$ cat src/rtl/ysyx_24070016_regfile_sb_if.sv
// Bus between issue/writeback logic (master) and the scoreboarded register file (slave).
// Packed read ports: port i uses raddr[i*ADDR_WIDTH +: ADDR_WIDTH] / rdata[i*DATA_WIDTH +: DATA_WIDTH].
interface ysyx_24070016_regfile_sb_if #(
   parameter int unsigned ADDR_WIDTH = 5,
   parameter int unsigned DATA_WIDTH = 32,
   parameter int unsigned NR_RPORTS  = 2
);
   logic [NR_RPORTS*ADDR_WIDTH-1:0] raddr;
   logic [NR_RPORTS*DATA_WIDTH-1:0] rdata;
   logic [NR_RPORTS-1:0]            rbusy;
   logic                            wen;
   logic [ADDR_WIDTH-1:0]           waddr;
   logic [DATA_WIDTH-1:0]           wdata;
   logic                            issue_valid;
   logic [ADDR_WIDTH-1:0]           issue_rd;
   logic                            issue_ready;
   logic                            sb_err;

   modport master (
      output raddr, wen, waddr, wdata, issue_valid, issue_rd,
      input  rdata, rbusy, issue_ready, sb_err
   );

   modport slave (
      input  raddr, wen, waddr, wdata, issue_valid, issue_rd,
      output rdata, rbusy, issue_ready, sb_err
   );
endinterface

$ cat src/rtl/ysyx_24070016_regfile_sb.sv
// N-read / 1-write GPR file with same-cycle write bypass and a per-register
// pending-write scoreboard (issue reserves rd, writeback commits it).
// x0 and addresses >= NR_REGS read 0 and are never written or counted.
module ysyx_24070016_regfile_sb #(
   parameter int unsigned ADDR_WIDTH = 5,
   parameter int unsigned DATA_WIDTH = 32,
   parameter int unsigned NR_REGS    = 16,
   parameter int unsigned NR_RPORTS  = 2,
   parameter int unsigned CNT_WIDTH  = 2
) (
   input logic                       clk,
   input logic                       rst,
   ysyx_24070016_regfile_sb_if.slave bus
);

   localparam int unsigned IDX_W = (NR_REGS > 1) ? $clog2(NR_REGS) : 1;
   localparam logic [CNT_WIDTH-1:0] CNT_MAX = '1;

   logic [DATA_WIDTH-1:0] regs_q [NR_REGS];
   logic [CNT_WIDTH-1:0]  cnt_q  [NR_REGS];
   logic [CNT_WIDTH-1:0]  cnt_d  [NR_REGS];
   logic                  sb_err_q, sb_err_d;

   logic                          wr_ok;
   logic                          iss_fire;
   logic                          issue_ready_c;
   logic [NR_RPORTS*DATA_WIDTH-1:0] rdata_c;
   logic [NR_RPORTS-1:0]          rbusy_c;

   function automatic logic addr_ok(input logic [ADDR_WIDTH-1:0] a);
      return (a != '0) && (32'(a) < NR_REGS);
   endfunction

   function automatic logic [IDX_W-1:0] idx_of(input logic [ADDR_WIDTH-1:0] a);
      return a[IDX_W-1:0];
   endfunction

   // Handshake decode: commit validity, issue readiness and issue firing
   always_comb begin
      wr_ok         = bus.wen && addr_ok(bus.waddr);
      issue_ready_c = 1'b1;
      if (addr_ok(bus.issue_rd) && (cnt_q[idx_of(bus.issue_rd)] == CNT_MAX)
          && !(wr_ok && (bus.waddr == bus.issue_rd)))
         issue_ready_c = 1'b0;
      iss_fire = bus.issue_valid && issue_ready_c && addr_ok(bus.issue_rd);
   end

   // Scoreboard next state; issue+commit on one register cancel out
   always_comb begin
      logic inc, dec;
      inc      = 1'b0;
      dec      = 1'b0;
      cnt_d    = cnt_q;
      sb_err_d = sb_err_q;
      for (int unsigned r = 1; r < NR_REGS; r++) begin
         inc = iss_fire && (32'(bus.issue_rd) == r);
         dec = wr_ok && (32'(bus.waddr) == r);
         if (inc && !dec) begin
            cnt_d[r] = cnt_q[r] + 1'b1;
         end else if (dec && !inc) begin
            if (cnt_q[r] == '0) sb_err_d = 1'b1;
            else                cnt_d[r] = cnt_q[r] - 1'b1;
         end
      end
   end

   // Combinational read ports with writeback bypass
   always_comb begin
      logic [ADDR_WIDTH-1:0] ra;
      ra      = '0;
      rdata_c = '0;
      rbusy_c = '0;
      for (int unsigned i = 0; i < NR_RPORTS; i++) begin
         ra = bus.raddr[i*ADDR_WIDTH +: ADDR_WIDTH];
         if (addr_ok(ra)) begin
            rbusy_c[i] = (cnt_q[idx_of(ra)] != '0);
            if (wr_ok && (bus.waddr == ra))
               rdata_c[i*DATA_WIDTH +: DATA_WIDTH] = bus.wdata;
            else
               rdata_c[i*DATA_WIDTH +: DATA_WIDTH] = regs_q[idx_of(ra)];
         end
      end
   end

   assign bus.rdata       = rdata_c;
   assign bus.rbusy       = rbusy_c;
   assign bus.issue_ready = issue_ready_c;
   assign bus.sb_err      = sb_err_q;

   // State update; reset discards data, pending counts and the error flag
   always_ff @(posedge clk) begin
      if (rst) begin
         for (int unsigned r = 0; r < NR_REGS; r++) begin
            regs_q[r] <= '0;
            cnt_q[r]  <= '0;
         end
         sb_err_q <= 1'b0;
      end else begin
         if (wr_ok) regs_q[idx_of(bus.waddr)] <= bus.wdata;
         cnt_q    <= cnt_d;
         sb_err_q <= sb_err_d;
      end
   end

endmodule

$ cat src/flat_wrapper.sv
// flat-port wrapper written by rule: the top's interface ports become plain ports
module ysyx_24070016_regfile_sb_flat 
#(
   parameter int unsigned ADDR_WIDTH = 5,
   parameter int unsigned DATA_WIDTH = 32,
   parameter int unsigned NR_REGS    = 16,
   parameter int unsigned NR_RPORTS  = 2,
   parameter int unsigned CNT_WIDTH  = 2
)
  (clk, rst, bus_raddr, bus_wen, bus_waddr, bus_wdata, bus_issue_valid, bus_issue_rd, bus_rdata, bus_rbusy, bus_issue_ready, bus_sb_err);
  ysyx_24070016_regfile_sb_if #(.ADDR_WIDTH(ADDR_WIDTH), .DATA_WIDTH(DATA_WIDTH), .NR_RPORTS(NR_RPORTS)) bus_i ();
  input logic clk;
  input logic rst;
  input wire logic [$bits(bus_i.raddr)-1:0] bus_raddr;
  input wire logic [$bits(bus_i.wen)-1:0] bus_wen;
  input wire logic [$bits(bus_i.waddr)-1:0] bus_waddr;
  input wire logic [$bits(bus_i.wdata)-1:0] bus_wdata;
  input wire logic [$bits(bus_i.issue_valid)-1:0] bus_issue_valid;
  input wire logic [$bits(bus_i.issue_rd)-1:0] bus_issue_rd;
  output wire logic [$bits(bus_i.rdata)-1:0] bus_rdata;
  output wire logic [$bits(bus_i.rbusy)-1:0] bus_rbusy;
  output wire logic [$bits(bus_i.issue_ready)-1:0] bus_issue_ready;
  output wire logic [$bits(bus_i.sb_err)-1:0] bus_sb_err;
  assign bus_i.raddr = bus_raddr;
  assign bus_i.wen = bus_wen;
  assign bus_i.waddr = bus_waddr;
  assign bus_i.wdata = bus_wdata;
  assign bus_i.issue_valid = bus_issue_valid;
  assign bus_i.issue_rd = bus_issue_rd;
  assign bus_rdata = bus_i.rdata;
  assign bus_rbusy = bus_i.rbusy;
  assign bus_issue_ready = bus_i.issue_ready;
  assign bus_sb_err = bus_i.sb_err;
  ysyx_24070016_regfile_sb #(.ADDR_WIDTH(ADDR_WIDTH), .DATA_WIDTH(DATA_WIDTH), .NR_REGS(NR_REGS), .NR_RPORTS(NR_RPORTS), .CNT_WIDTH(CNT_WIDTH)) u_core (.clk(clk), .rst(rst), .bus(bus_i));
endmodule
$ cat config.mk
export PLATFORM = sky130hd
export DESIGN_NAME = ysyx_24070016_regfile_sb_flat
export DESIGN_NICKNAME = d
export VERILOG_FILES = /design/src/rtl/ysyx_24070016_regfile_sb_if.sv /design/src/rtl/ysyx_24070016_regfile_sb.sv /design/src/flat_wrapper.sv
export SDC_FILE = /design/constraint.sdc
export NUM_CORES = 1
export LEC_CHECK = 0
export ABC_AREA = 0
export CAP_MARGIN = 25
export CORE_ASPECT_RATIO = 0.8
export CORE_MARGIN = 3
export CORE_UTILIZATION = 49
export DETAILED_ROUTE_END_ITERATION = 12
export DONT_BUFFER_PORTS = 1
export GPL_TIMING_DRIVEN = 0
export MAX_ROUTING_LAYER = met4
export PLACE_DENSITY = 0.63
export SETUP_SLACK_MARGIN = 0.1
export SLEW_MARGIN = 20
export SYNTH_ARGS = -nofsm -noshare
export SYNTH_HDL_FRONTEND = slang
export SYNTH_SLANG_ARGS = --single-unit
export TNS_END_PERCENT = 1
$ cat constraint.sdc
create_clock -name clk -period 3.2 [get_ports clk]
set_input_delay 0.16 -clock clk [delete_from_list [all_inputs] [get_ports clk]]
set_output_delay 0.16 -clock clk [all_outputs]
set_load 0.005 [all_outputs]
# --- Word level (Yosys, flattened, before mapping) ---
# Memories as Yosys holds them, arrays and structs flattened.
# Index checks and enable logic that the tools add are counted.
op_classes:
  add_sub_neg: 30
  order_cmp: 7
  eq_ne: 49
  mux: 114
  n_bitwise: 3
  n_reduce_logical: 155
op_table:
  columns: ["operator", "count"]
  rows:
  - ["32-bit two-way mux", 5]
  - ["2-bit two-way mux", 51]
  - ["5-bit by 4-bit == test with 1-bit output (second input constant)", 16]
  - ["1-bit logical AND", 72]
  - ["1-bit two-way mux", 54]
  - ["5-bit by 3-bit == test with 1-bit output (second input constant)", 8]
  - ["2-bit nonzero test", 17]
  - ["32-bit OR reduction", 1]
  - ["1-bit logical NOT", 31]
  - ["2-bit by 1-bit adder with 2-bit output (second input constant)", 15]
  - ["2-bit logical NOT", 15]
  - ["2-bit by 1-bit inequality test with 1-bit output (second input constant)", 15]
  - ["2-bit AND reduction", 15]
  - ["2-bit by 1-bit subtractor with 2-bit output (second input constant)", 15]
  - ["2-bit binary-select mux with 4-bit select", 3]
  - ["5-bit by 2-bit == test with 1-bit output (second input constant)", 4]
  - ["5-bit less-than comparator (second input constant)", 4]
  - ["5-bit nonzero test", 4]
  - ["5-bit == test", 3]
  - ["5-bit >= comparator (second input constant)", 3]
  - ["4-bit NOT with 5-bit output", 3]
  - ["5-bit by 1-bit == test with 1-bit output (second input constant)", 2]
  - ["4-bit two-way mux", 1]
  - ["2-bit == test (second input constant)", 1]
totals:
  ff_bits: 31
  ramBits: 512
  in_bits: 56
  out_inout_bits: 68
  wordCells: 375
  memories: 1
memory_table:
  columns: ["memory", "words", "word_bits", "read_ports", "rd_ports_with_merged_regs", "write_ports", "line_no", "source"]
  rows:
  - ["u_core.regs_q", 16, 32, 2, 0, 16, "ysyx_24070016_regfile_sb.sv:19", "logic [DATA_WIDTH-1:0] regs_q [NR_REGS];"]

# --- Depth between registers and ports, before layout ---
logic_depth:
  depth_word: 57
  mapped_depth: 12
  depth_no_buf: 9

# --- Worst setup path before layout ---
# Ideal clock, no wire load.
synth_path:
  kind: "register to register"
  startpoint: "reg u_core.cnt_q[22] (netlist bit)"
  endpoint: "reg u_core.sb_err_q (netlist: u_core.bus.sb_err)"
  setup_ps: 81
  arrival_time_ps: 2559
  required_ps: 3119
  setup_slack_ps: 560
  path_stages_with_launch: 12
  path_buffers: 2
  synth_period_minus_slack_ps: 2640
  cell_sequence: "dfxtp_1 buf_2 nand2_1 mux4_2 a221o_1 buf_6 o31a_1 ha_1 nor4b_1 a31oi_1 and3_1 a41oi_1"
synth_via:
  elab_chain_cells: 56
  word_cells_on_any_way: 114
  classes_between: "eq/ne: 1; mux: 48; reduce/logical: 65"
synth_lines:
  columns: ["element", "line_no", "source"]
  rows:
  - ["start, declared", "ysyx_24070016_regfile_sb.sv:20", "logic [CNT_WIDTH-1:0] cnt_q [NR_REGS];"]
  - ["start signal, assigned", "ysyx_24070016_regfile_sb.sv:100", "cnt_q <= cnt_d;"]
  - ["2-bit binary-select mux with 4-bit select", "ysyx_24070016_regfile_sb.sv:42", "if (addr_ok(bus.issue_rd) && (cnt_q[idx_of(bus.issue_rd)] == CNT_MAX)"]
  - ["2-bit two-way mux (implied by the code) (2 in series)", "ysyx_24070016_regfile_sb.sv:42", null]
  - ["2-bit == test", "ysyx_24070016_regfile_sb.sv:42", null]
  - ["1-bit logical AND", "ysyx_24070016_regfile_sb.sv:42", null]
  - ["1-bit logical AND", "ysyx_24070016_regfile_sb.sv:43", "&& !(wr_ok && (bus.waddr == bus.issue_rd)))"]
  - ["1-bit two-way mux", "ysyx_24070016_regfile_sb.sv:42", null]
  - ["1-bit logical AND (2 in series)", "ysyx_24070016_regfile_sb.sv:45", "iss_fire = bus.issue_valid && issue_ready_c && addr_ok(bus.issue_rd);"]
  - ["1-bit logical AND", "ysyx_24070016_regfile_sb.sv:56", "inc = iss_fire && (32'(bus.issue_rd) == r);"]
  - ["[38 not listed]", null, null]
  - ["1-bit two-way mux", "ysyx_24070016_regfile_sb.sv:60", "end else if (dec && !inc) begin"]
  - ["1-bit two-way mux", "ysyx_24070016_regfile_sb.sv:58", "if (inc && !dec) begin"]
  - ["1-bit two-way mux", "ysyx_24070016_regfile_sb.sv:61", "if (cnt_q[r] == '0) sb_err_d = 1'b1;"]
  - ["1-bit two-way mux", "ysyx_24070016_regfile_sb.sv:60", null]
  - ["1-bit two-way mux", "ysyx_24070016_regfile_sb.sv:58", null]
  - ["1-bit two-way mux", "ysyx_24070016_regfile_sb.sv:61", null]
  - ["1-bit two-way mux", "ysyx_24070016_regfile_sb.sv:60", null]
  - ["1-bit two-way mux *", "ysyx_24070016_regfile_sb.sv:58", null]
  - ["end signal, assigned", "ysyx_24070016_regfile_sb.sv:101", "sb_err_q <= sb_err_d;"]
  - ["end, declared", "ysyx_24070016_regfile_sb.sv:22", "logic sb_err_q, sb_err_d;"]
# Every way passes the cells marked *; elsewhere a longest branch is shown, timed or not. The select of a mux whose other input is x is not followed.
# A chain may end at the register's enable or synchronous reset.

# --- Worst setup path after layout ---
# Ends and elaborated chain as after synthesis.

==> flow_summary.toml <==
[timing]
rsz0062_at_grt = "yes"
slew_violations = 0
maxSlewHeadroom = 0.205
max_freq_mhz = 322
setup_viol = 0
skew_ns = 0.00636
worst_pin_slew_ns = 1.19
final.setup.worst_slack_ns = 0.0928
min_period_over_period = 0.971
hold_viol_final = 0
fin_tns_setup_ns = 0
period_needed_ns = 3.11

[clock_tree]
cts_buffer_depth = 3
root_buffer = "clkbuf_16"
cts_tree = "yes"
clk_latency_ns = 0.63
clkTransAtPathRegs_ns = 0.07
numCtsBuffers = 55
htreeDepth = 2
cts.sinks = 543

[route]
wl_um = 111000
drt_iter0_drc = 3640
vias = 21720
wire_per_inst_um = 34.8
remaining_drc_errors = 0
ant_nets = 0
via_per_inst = 6.82
first_pass_iters = 5

[synth]
synthDistinctLibCells = 55
synth_top_area_share = 0.509
synthTopCellsByArea = "edfxtp_1 51%, mux4_2 20%, and2_1 9.9%"
ys_seq_area_frac = 0.530
synth_edf_count = 512
synth-seq-cells = 543
synth_mux_area_frac = 0.199
synth_compound_area_frac = 0.0750
yosysTopAreaCell = "edfxtp_1"
ys.flop_type = "edfxtp_1"
synth_area_per_cell_um2 = 13.8
synthArstFlopShare = 0
synthAdderAreaFrac = 0.0124
synth_top_family_by_area = "multiplexers"
syn_inst = 2191
synth_area_um2 = 30200
synthXorXnorAreaFrac = 0.00348
yosys.area_share.simple = 0.150
yosysWarnings = 0

[pwr]
p_leak_nw = 11.7
swShare = 0.259
clock_power_share = 0.380
ir_worst_vdd_uv = 421
p_int_mw = 12.6
p_comb_frac = 0.129
finalPower_mw = 17.0
p_switching_mw = 4.40
power_frac_seq = 0.492
power_density_nw_per_um2 = 503

[finish]
syn2layout_area_growth_pct = 11.9
stdcell_count = 3186
layout-drive-gt1-share = 0.194
register_area_um2 = 16000
fillers = 4954
final_cell_mix = "512 x edfxtp_1, 480 x and2_1, 262 x mux4_2"
layout_commonest_cell = "edfxtp_1"
multi_input_area_um2 = 13600
finalNetCount = 2411

[floorplanning]
die_area_um2 = 64700
dieHeight_um = 228
die_w_um = 284
rows = 80
coreArea_um2 = 60300
io-pin-count = 124
initial_core_util = 0.501

[worst_setup_path]
start_kind = "flop"
end_kind = "flop"
r2r_setup_slack_ns = 0.09
crit_fanout = 10
worstReg2RegStart = "u_core.cnt_q[22]"
r2r-end = "u_core.bus.sb_err"
worst_ep_arrival_time_ns = 3.65
criticalPathCategory = "reg -> reg"
required_ns = 3.74
ff2ff_path_depth = 10

[hold_path]
hp-start = "bus_wdata[26]"
holdCritPathClass = "in -> reg"
hold_path_end = "u_core.regs_q[4][26]"
hold_depth = 2

[grt]
antenna_found_initial = 6
grt_pass1_wl_um = 156000
grt.overflow.total = 0
first_global_vias = 21244
grt_usage = 0.349
grt_max_degree = 33

[placement]
portBuffers = 0
gp_congestion = 0.937
preCtsSetupSlack_ns = -0.0510
dp_cells = 3048
dp_hpwl_um = 74200

[outcome]
status = "finished, final reports clean"

[flow_run]
maxCapViolCount = 0
-- routing by layer --
layer  GRT usage  share of wire  routed length (um)
met3       0.117           0.15               16100
met1       0.457           0.37               41100
met5           -              0                   0
met2       0.505           0.44               48600
met4       0.138          0.045                5030
-- critical path, cell delays in order, from the launching register on --
cell	delay (ns)
dfxtp_1	0.33
clkbuf_4	0.19
nand2_1	0.09
mux4_2	0.48
a221o_1	0.44
buf_6	0.17
o31a_1	0.27
ha_1	0.24
nor4b_1	0.42
nor4_1	0.14
a41oi_2	0.24
-- Yosys cell counts, types with 3 or more instances --
| master | number |
|---|---|
| ha_1 | 30 |
| nand3_1 | 11 |
| a21oi_1 | 46 |
| edfxtp_1 | 512 |
| nor4_2 | 4 |
| a22oi_1 | 72 |
| xnor2_1 | 9 |
| or2_2 | 5 |
| mux2_2 | 7 |
| nand2_1 | 82 |
| and2_1 | 480 |
| inv_1 | 19 |
| a22o_1 | 66 |
| buf_6 | 4 |
| o22ai_1 | 56 |
| a31oi_1 | 4 |
| clkbuf_1 | 142 |
| o31a_1 | 17 |
| buf_2 | 45 |
| nor2_1 | 97 |
| dfxtp_1 | 31 |
| xor2_1 | 3 |
| nor4b_1 | 11 |
| nor3b_1 | 7 |
| o21ai_0 | 39 |
| nor2b_1 | 27 |
| nor3_1 | 21 |
| buf_1 | 12 |
| nand2b_1 | 21 |
| mux4_2 | 262 |
| o31ai_1 | 15 |
-- timing repair --
item	in CTS	in global routing
pin swaps	1	2
cloned	0	0
hold buffers	33	0
buffers inserted	0	0
gates resized for setup	5	15
endpoints found under the hold margin	164	0
endpoints found under the setup margin	3	2
-- per-stage QoR --
step                utilization  area (um^2)  hold slack [ns]
detailed placement        0.524        31600            0.362
finish                    0.561        33800           0.0464
floorplan                     -        30300            0.358
global placement          0.520        31300            0.359
global route              0.561        33800           0.0585
CTS                       0.558        33600           0.0198
-- cells by family after synthesis --
| family | after synthesis |
|---|---|
| and+or+nand+nor | 785 |
| DFF | 543 |
| AOI/OAI and AO/OA | 324 |
| muxes | 271 |
| buffers and inverters | 225 |
| adders and majority gates | 30 |
| xor gates and xnor gates | 12 |
| other | 1 |
-- registers in the layout, summed over array words and instances, names as in the netlist --
name	count
u_core.bus.sb_err	1
u_core.cnt_q	30
u_core.regs_q	512
-- cell type report --
cell class	count	share of cell area
buffer	205	0.0261
timing repair buffer	46	0.0152
clock buffer	62	0.0421
inverter	20	0.00230
antenna	7	0.000518
tap	820	0.0304
multi-input combinational	1454	0.401
clock inverter	29	0.00855
sequential	543	0.473
-- worst max path at each step --
| stage | from | end |
|---|---|---|
| 6_report | u_core.cnt_q[22] | u_core.bus.sb_err |
| 5_1_grt | u_core.cnt_q[22] | u_core.bus.sb_err |
| 4_1_cts | u_core.cnt_q[22] | u_core.bus.sb_err |
| 3_5_place_dp | u_core.cnt_q[24] | u_core.bus.sb_err |
| 3_3_place_gp | bus_waddr[0] | u_core.regs_q[10][17] |
| 2_1_floorplan | u_core.cnt_q[22] | u_core.bus.sb_err |
-- power groups by stage --
stage          clock [mW]  sequential (mW)  combinational, mW
6_report             6.46             8.36               2.19
5_1_grt              6.71             8.39               2.26
4_1_cts              6.43             8.35               2.11
3_5_place_dp            0             8.49               2.04
3_3_place_gp            0             8.48               1.99
2_1_floorplan           0             8.41               1.33
No activity file was read; power rests on OpenSTA's default activity.
